$ cat src/rtl/mem_arbiter_if.sv
// rtl/mem_arbiter_if.sv - cache-side request/response and RAM-side strobe bundle for mem_arbiter
// slave is the arbiter's view; master is the caches-plus-RAM environment.
interface mem_arbiter_if;
  logic [1:0]       iREN;
  logic [1:0][31:0] iaddr;
  logic [1:0]       iwait;
  logic [1:0][31:0] iload;
  logic [1:0]       dREN;
  logic [1:0]       dWEN;
  logic [1:0][31:0] daddr;
  logic [1:0][31:0] dstore;
  logic [1:0]       dwait;
  logic [1:0][31:0] dload;
  logic             ramREN;
  logic             ramWEN;
  logic [31:0]      ramaddr;
  logic [31:0]      ramstore;
  logic [31:0]      ramload;
  logic [1:0]       ramstate;

  modport slave (
    input  iREN, iaddr, dREN, dWEN, daddr, dstore, ramload, ramstate,
    output iwait, iload, dwait, dload, ramREN, ramWEN, ramaddr, ramstore
  );

  modport master (
    output iREN, iaddr, dREN, dWEN, daddr, dstore, ramload, ramstate,
    input  iwait, iload, dwait, dload, ramREN, ramWEN, ramaddr, ramstore
  );
endinterface

$ cat src/rtl/mem_arbiter.sv
// rtl/mem_arbiter.sv - two-core I/D cache arbiter onto a single-port RAM
// Dcache beats icache; ties within a class go to the round-robin core; 2-word dcache blocks hold the grant.
module mem_arbiter (
  input  logic          CLK,
  input  logic          nRST,
  mem_arbiter_if.slave  bus
);

  typedef enum logic {
    IDLE  = 1'b0,
    GRANT = 1'b1
  } state_t;

  localparam logic [1:0] RAM_ACCESS = 2'd2;

  state_t     r_state;
  state_t     w_state_nxt;
  logic       r_own_core;
  logic       r_own_d;
  logic       r_rr;
  logic       w_own_core_nxt;
  logic       w_own_d_nxt;
  logic       w_rr_nxt;

  logic [1:0] w_ipend;
  logic [1:0] w_dpend;
  logic [1:0] w_pend_cls;
  logic       w_any;
  logic       w_pick_d;
  logic       w_pick_core;
  logic       w_own_req;
  logic       w_active;
  logic       w_done;
  logic       w_lock;

  assign w_ipend     = bus.iREN;
  assign w_dpend     = bus.dREN | bus.dWEN;
  assign w_any       = (|w_ipend) | (|w_dpend);
  assign w_pick_d    = |w_dpend;
  assign w_pend_cls  = w_pick_d ? w_dpend : w_ipend;
  // With both cores pending the pointer decides, otherwise the lone requester wins.
  assign w_pick_core = (&w_pend_cls) ? r_rr : w_pend_cls[1];

  assign w_own_req = r_own_d ? w_dpend[r_own_core] : w_ipend[r_own_core];
  assign w_active  = (r_state == GRANT) && w_own_req;
  assign w_done    = w_active && (bus.ramstate == RAM_ACCESS);
  // First word of an even-aligned 2-word dcache block keeps the bus for its partner word.
  assign w_lock    = w_done && r_own_d && !bus.daddr[r_own_core][2];

  always_ff @(posedge CLK or negedge nRST) begin
    if (!nRST) begin
      r_state    <= IDLE;
      r_own_core <= 1'b0;
      r_own_d    <= 1'b0;
      r_rr       <= 1'b0;
    end else begin
      r_state    <= w_state_nxt;
      r_own_core <= w_own_core_nxt;
      r_own_d    <= w_own_d_nxt;
      r_rr       <= w_rr_nxt;
    end
  end

  always_comb begin
    w_state_nxt    = r_state;
    w_own_core_nxt = r_own_core;
    w_own_d_nxt    = r_own_d;
    w_rr_nxt       = r_rr;
    case (r_state)
      IDLE: begin
        if (w_any) begin
          w_state_nxt    = GRANT;
          w_own_core_nxt = w_pick_core;
          w_own_d_nxt    = w_pick_d;
        end
      end
      GRANT: begin
        if (!w_own_req) begin
          w_state_nxt = IDLE;
        end else if (w_done && !w_lock) begin
          w_state_nxt = IDLE;
          w_rr_nxt    = ~r_own_core;
        end
      end
      default: w_state_nxt = IDLE;
    endcase
  end

  always_comb begin
    bus.iwait    = 2'b11;
    bus.dwait    = 2'b11;
    bus.iload    = '0;
    bus.dload    = '0;
    bus.ramREN   = 1'b0;
    bus.ramWEN   = 1'b0;
    bus.ramaddr  = 32'd0;
    bus.ramstore = 32'd0;
    if (w_active) begin
      if (r_own_d) begin
        bus.ramaddr           = bus.daddr[r_own_core];
        bus.ramstore          = bus.dstore[r_own_core];
        bus.ramWEN            = bus.dWEN[r_own_core];
        bus.ramREN            = bus.dREN[r_own_core] & ~bus.dWEN[r_own_core];
        bus.dload[r_own_core] = bus.ramload;
        bus.dwait[r_own_core] = ~w_done;
      end else begin
        bus.ramaddr           = bus.iaddr[r_own_core];
        bus.ramREN            = 1'b1;
        bus.iload[r_own_core] = bus.ramload;
        bus.iwait[r_own_core] = ~w_done;
      end
    end
  end

endmodule

$ cat src/flat_wrapper.sv
// flat-port wrapper written by rule: the top's interface ports become plain ports
module mem_arbiter_flat 
  (CLK, nRST, bus_iREN, bus_iaddr, bus_dREN, bus_dWEN, bus_daddr, bus_dstore, bus_ramload, bus_ramstate, bus_iwait, bus_iload, bus_dwait, bus_dload, bus_ramREN, bus_ramWEN, bus_ramaddr, bus_ramstore);
  mem_arbiter_if bus_i ();
  input  logic CLK;
  input  logic nRST;
  input wire logic [$bits(bus_i.iREN)-1:0] bus_iREN;
  input wire logic [$bits(bus_i.iaddr)-1:0] bus_iaddr;
  input wire logic [$bits(bus_i.dREN)-1:0] bus_dREN;
  input wire logic [$bits(bus_i.dWEN)-1:0] bus_dWEN;
  input wire logic [$bits(bus_i.daddr)-1:0] bus_daddr;
  input wire logic [$bits(bus_i.dstore)-1:0] bus_dstore;
  input wire logic [$bits(bus_i.ramload)-1:0] bus_ramload;
  input wire logic [$bits(bus_i.ramstate)-1:0] bus_ramstate;
  output wire logic [$bits(bus_i.iwait)-1:0] bus_iwait;
  output wire logic [$bits(bus_i.iload)-1:0] bus_iload;
  output wire logic [$bits(bus_i.dwait)-1:0] bus_dwait;
  output wire logic [$bits(bus_i.dload)-1:0] bus_dload;
  output wire logic [$bits(bus_i.ramREN)-1:0] bus_ramREN;
  output wire logic [$bits(bus_i.ramWEN)-1:0] bus_ramWEN;
  output wire logic [$bits(bus_i.ramaddr)-1:0] bus_ramaddr;
  output wire logic [$bits(bus_i.ramstore)-1:0] bus_ramstore;
  assign bus_i.iREN = bus_iREN;
  assign bus_i.iaddr = bus_iaddr;
  assign bus_i.dREN = bus_dREN;
  assign bus_i.dWEN = bus_dWEN;
  assign bus_i.daddr = bus_daddr;
  assign bus_i.dstore = bus_dstore;
  assign bus_i.ramload = bus_ramload;
  assign bus_i.ramstate = bus_ramstate;
  assign bus_iwait = bus_i.iwait;
  assign bus_iload = bus_i.iload;
  assign bus_dwait = bus_i.dwait;
  assign bus_dload = bus_i.dload;
  assign bus_ramREN = bus_i.ramREN;
  assign bus_ramWEN = bus_i.ramWEN;
  assign bus_ramaddr = bus_i.ramaddr;
  assign bus_ramstore = bus_i.ramstore;
  mem_arbiter u_core (.CLK(CLK), .nRST(nRST), .bus(bus_i));
endmodule
$ cat config.mk
export PLATFORM = sky130hd
export DESIGN_NAME = mem_arbiter_flat
export DESIGN_NICKNAME = d
export VERILOG_FILES = /design/src/rtl/mem_arbiter_if.sv /design/src/rtl/mem_arbiter.sv /design/src/flat_wrapper.sv
export SDC_FILE = /design/constraint.sdc
export NUM_CORES = 1
export LEC_CHECK = 0
export ABC_AREA = 1
export CORE_AREA = 2 2 167 169
export DETAILED_ROUTE_END_ITERATION = 7
export DIE_AREA = 0 0 169 171
export GPL_ROUTABILITY_DRIVEN = 0
export MAX_ROUTING_LAYER = met4
export PLACE_DENSITY = 0.52
export SLEW_MARGIN = 20
export SYNTH_ARGS = -nofsm -noshare
export SYNTH_HDL_FRONTEND = slang
export SYNTH_SLANG_ARGS = --single-unit
export TNS_END_PERCENT = 10
$ cat constraint.sdc
create_clock -name CLK -period 2.45 [get_ports CLK]
set_clock_uncertainty 0.2 [all_clocks]
set_input_delay 0.6125 -clock CLK [delete_from_list [all_inputs] [get_ports CLK]]
set_output_delay 0.6125 -clock CLK [all_outputs]
set_load 0.03 [all_outputs]
Yosys cells after proc, flatten, opt, wreduce, memory -nomap -nowiden
Cells that the tools add are included.

storage, ports and cells
  register bits after elaboration = 4
  bits of input ports = 234
  output and inout bits = 198
  word-level logic and storage cells = 71

cells by class
  order comparisons = 2
  eq/ne operators = 1
  multiplexer cells = 41
  bitwise operators = 10
  reductions and logical operators = 13

operator list
  operator                                                     count
  two-way mux 32 bit                                           11
  two-way mux 64 bit                                           4
  bitwise AND 64 bit                                           1
  demux 32 bit (select 1 bit)                                  1
  two-way mux 1 bit                                            18
  two-way mux 2 bit                                            5
  logical AND 1 bit                                            6
  NOT 1 bit                                                    4
  OR 2 bit                                                     2
  AND reduction 2 bit                                          2
  OR reduction 2 bit                                           2
  AND reduction 3 bit                                          1
  == test 2 bit (second input constant)                        1
  zero test 1 bit                                              2
  less-than comparator 1 x 2 -> 1 bit (second input constant)  1
  NOT 2 bit                                                    1
  case mux 1 bit (2 select lines)                              1
  bitwise AND 1 bit                                            1
  demux 1 bit (select 1 bit)                                   1
  >= comparator 1 bit (second input constant)                  1
  OR 1 bit                                                     1

Longest topological paths before layout
  word-level depth = 13
  depth in mapped cells = 10

Least setup slack after synthesis
Ideal clock, no wire load.

  kind = flip-flop to output port
  from = register u_core.r_own_d
  to = output bus_ramREN
  arrival = 1835 ps
  data required time = 1637 ps
  path slack = -197 ps
  cell stages (with the launch flop) = 10
  buffers on the path = 2
  cell sequence = dfrtp_1 > buf_4 > inv_2 > nor2_4 > nand2_1 > nand3_1 > nor2_4 > buf_6 > inv_4 > nor3_1

between the ends
  word-level cells in the longest chain between the ends = 3
  elaborated cells on any way between the ends = 4

RTL lines
  item                    line                RTL
  start, declared         mem_arbiter.sv:19   logic r_own_d;
  start signal, assigned  mem_arbiter.sv:59   r_own_d <= w_own_d_nxt;
  two-way mux 1 bit       mem_arbiter.sv:44   assign w_own_req = r_own_d ? w_dpend[r_own_core] : w_ipend[r_own_core];
  logical AND 1 bit       mem_arbiter.sv:45   assign w_active = (r_state == GRANT) && w_own_req;
  two-way mux 1 bit (*)   mem_arbiter.sv:98   if (w_active) begin
  end, declared           flat_wrapper.sv:19  output wire logic [$bits(bus_i.ramREN)-1:0] bus_ramREN;

Mark *: on every way between the ends. The rest lies on a longest branch, timed or not.

Worst setup path after layout
  from = register u_core.r_own_d
  to = output bus_dload[20]

between the ends
  word-level cells in the longest chain between the ends = 3
  elaborated cells on any way between the ends = 4

RTL lines
  item                    line                RTL
  two-way mux 1 bit       mem_arbiter.sv:44
  logical AND 1 bit       mem_arbiter.sv:45
  two-way mux 64 bit (*)  mem_arbiter.sv:98
  end, declared           flat_wrapper.sv:18  output wire logic [$bits(bus_i.dload)-1:0] bus_dload;

Marked as above.

==> metrics.yaml <==
run_status:
  status: "complete, but fails checks"
  violations: "setup timing"
worst_setup_path:
  worstPathRequired_ps: 1640
  crit_type: "reg -> out"
  cp.arrival_ps: 2050
  rr_endpoint: "u_core.r_state$_DFF_PN0_"
  crit_path_end_kind: "primary output"
  reg2reg_from: "u_core.r_own_d$_DFFE_PN0P_"
  worst-r2r-setup-slack_ps: 580
  crit_path_max_fanout: 8
  r2r_cells: 12
  start_kind: "register"
die:
  die_h_um: 171
  die_area_mm2: 0.0289
  fp.dieW_um: 169
  start_util_pct: 9.39
  core.rowCount: 61
  io_pins: 432
  coreArea_mm2: 0.0273
hold_path:
  worstHoldPathCells: 2
  min_from: "u_core.r_rr$_DFFE_PN0P_"
  hold_end: "u_core.r_rr$_DFFE_PN0P_"
  min_path_type: "reg -> reg"
placement:
  portBuffers: 431
  post_dp_cell_area_mm2: 0.00733
  hpwlAfterDp_mm: 17.2
timing:
  grt_setup_unrepaired: "true"
  tightest_slew_ps: 391
  report.final.slew_viol_count: 0
  whs_ps: 309
  worst_slack_ps: -408
  min_period_over_period_pct: 117
  max_freq_ghz: 0.350
  slew_headroom_pct: 73.6
  tns_ps: -59290
  fin_crit_ps: 2860
  finalSetupViolations: 198
  hold_violations: 0
pwr:
  comb_power_share_pct: 96.2
  p_per_area_mw_per_mm2: 1220
  netSwitchingPower_mw: 6.18
  clockPowerShare_pct: 2.4
  p_leak_nw: 3.70
  intPower_mw: 4.76
  power_frac_seq_pct: 1.4
  vdd_drop_max_uv: 677
  p_sw_share_pct: 56.5
synth:
  synth_nets: 753
  syn_area_mm2: 0.00257
  synth_cell_types: 29
  avgSynthCellArea_um2: 4.94
  syn_inst: 519
  yosysSeqAreaShare_pct: 3.90
  synth_seq_cells: 4
  yosys_warnings: 0
finish:
  syn2layout_area_growth_pct: 250
  drive_gt1_share_pct: 45.8
  fill_cells: 2843
  diodes: 0
  seqCellArea_um2: 101
  multi_input_area_mm2: 0.00283
  final_util_pct: 32.9
  final_area_mm2: 0.00898
  finalNetCount: 1224
global_route:
  grt_usage_pct: 15.0
  grt_max_degree: 39
  first_global_vias: 5658
  antenna_found_initial: 0
  grt-ovfl-total: 0
  grt_pass1_wl_mm: 32.3
drt:
  viasPerCell: 4.18
  ant_nets: 0
  totalWireLength_mm: 24.0
  num_vias: 5586
  wire_per_inst_um: 18.0
  drtPass1Iterations: 4
  drc: 0
  drt_iter0_markers: 204
clock_network:
  clk_latency_ps: 230
  cts-hold-fix-buffers: 0
  clock_path_buffers: 2
  numCtsBuffers: 3
  path_clk_slew_ps: 30
  cts_sinks: 4
  cts-root-buf: "clkbuf_16"
  cts_htree_levels: 1
  cts_tree: "built"
flow_run:
  maxCapViolCount: 0
## stage by stage
stage	cells	power (mW)	worst slack [ps]
detailed placement	1310	8.25	-814
CTS	1334	10.4	-386
global route	1335	11.5	-467
global placement	1310	8.28	-835
floorplan	519	4.65	-157
finish	1335	10.9	-408
## worst max-delay path: stages (launching register included)
cell and delay (ps):
dfrtp_1 410, buf_12 150, buf_12 110, nor2_4 100
nand2_2 50, o21ai_2 70, nor2_4 70, buf_12 130
buf_8 110, nand2_8 160, clkbuf_16 230, nor2_2 50
buf_6 140
## power groups by stage
stage	Sequential, mW	Clock (mW)	Combinational (mW)
floorplan	0.114	0	4.54
global placement	0.150	0	8.13
detailed placement	0.149	0	8.10
CTS	0.148	0.267	9.97
global route	0.156	0.273	11.1
finish	0.151	0.265	10.5
## repair_timing
item / CTS / global route
cloned: 8 / 2
pin swaps: 12 / 9
endpoints found under the setup margin: 198 / 198
resized for setup: 218 / 137
setup buffers: 12 / 0
hold endpoints to repair: 0 / 0
## cell usage after synthesis, drive strengths merged
cell type | count | area share, %
dfrtp | 4 | 3.9
inv | 17 | 2.6
a211oi | 6 | 1.8
a21oi | 38 | 7.7
clkbuf | 21 | 3.1
nor2 | 181 | 27
nand3 | 7 | 1.4
buf | 27 | 6.8
o22ai | 2 | 0.49
nand2 | 118 | 18
and2 | 1 | 0.24
nand4 | 1 | 0.24
o211ai | 19 | 5.6
a22o | 1 | 0.34
nor3 | 1 | 0.19
o21ai | 4 | 0.78
or2 | 19 | 4.6
and3b | 1 | 0.34
a22oi | 51 | 15
## final cells by class
cell class                      instances  share of cell area (%)
Clock buffer                            4                   0.878
Multi-Input combinational cell        450                    31.5
Timing Repair Buffer                  514                    60.8
Inverter                               17                   0.920
Tap cell                              346                    4.82
Sequential cell                         4                    1.13
## metal layers
layer  GRT usage [%]  vias to the layer above  part of all wire (%)
met1            16.6                     2539                    39
met2            27.4                      341                    50
met3            2.24                       40                   7.6
li1                -                     2666                     -
met4            5.57                        0                   3.3
met5               -                        -                     0
## flip-flops by register name, summed over array words and instances, names as in the netlist
signal,count
u_core.r_own_core,1
u_core.r_own_d,1
u_core.r_rr,1
u_core.r_state,1
## cells in the final DEF (no fill, tap or decap), types with 13 or more instances in the layout
cell,instances
nor2_4,56
nor2_2,58
o211ai_1,19
buf_6,115
inv_1,13
clkdlybuf4s50_1,227
buf_4,122
a21oi_1,24
a22oi_1,51
nor2_1,67
or2_2,19
buf_12,29
nand2_1,113
## worst max-delay path by stage
| stage | from | to | slack [ps] | cells after the start |
|---|---|---|---|---|
| finish | u_core.r_own_d$_DFFE_PN0P_ | bus_dload[20] | -410 | 12 |
| global route | u_core.r_own_d$_DFFE_PN0P_ | bus_dload[8] | -470 | 12 |
| CTS | u_core.r_own_d$_DFFE_PN0P_ | bus_iload[37] | -390 | 13 |
| detailed placement | bus_dWEN[1] | bus_ramaddr[27] | -810 | 9 |
| global placement | bus_dWEN[1] | bus_ramaddr[27] | -840 | 9 |
| floorplan | u_core.r_own_d$_DFFE_PN0P_ | bus_ramaddr[12] | -160 | 10 |
## cell families (layout without fill, tap and decap cells)
logic type | Yosys count | in the layout | synth area share (%)
AND/OR/NAND/NOR | 329 | 329 | 52.1
buffers and inverters | 65 | 535 | 12.4
flip-flops | 4 | 4 | 3.90
AO/OA/AOI/OAI | 121 | 121 | 31.5
Power figures use the tool's default switching activity.
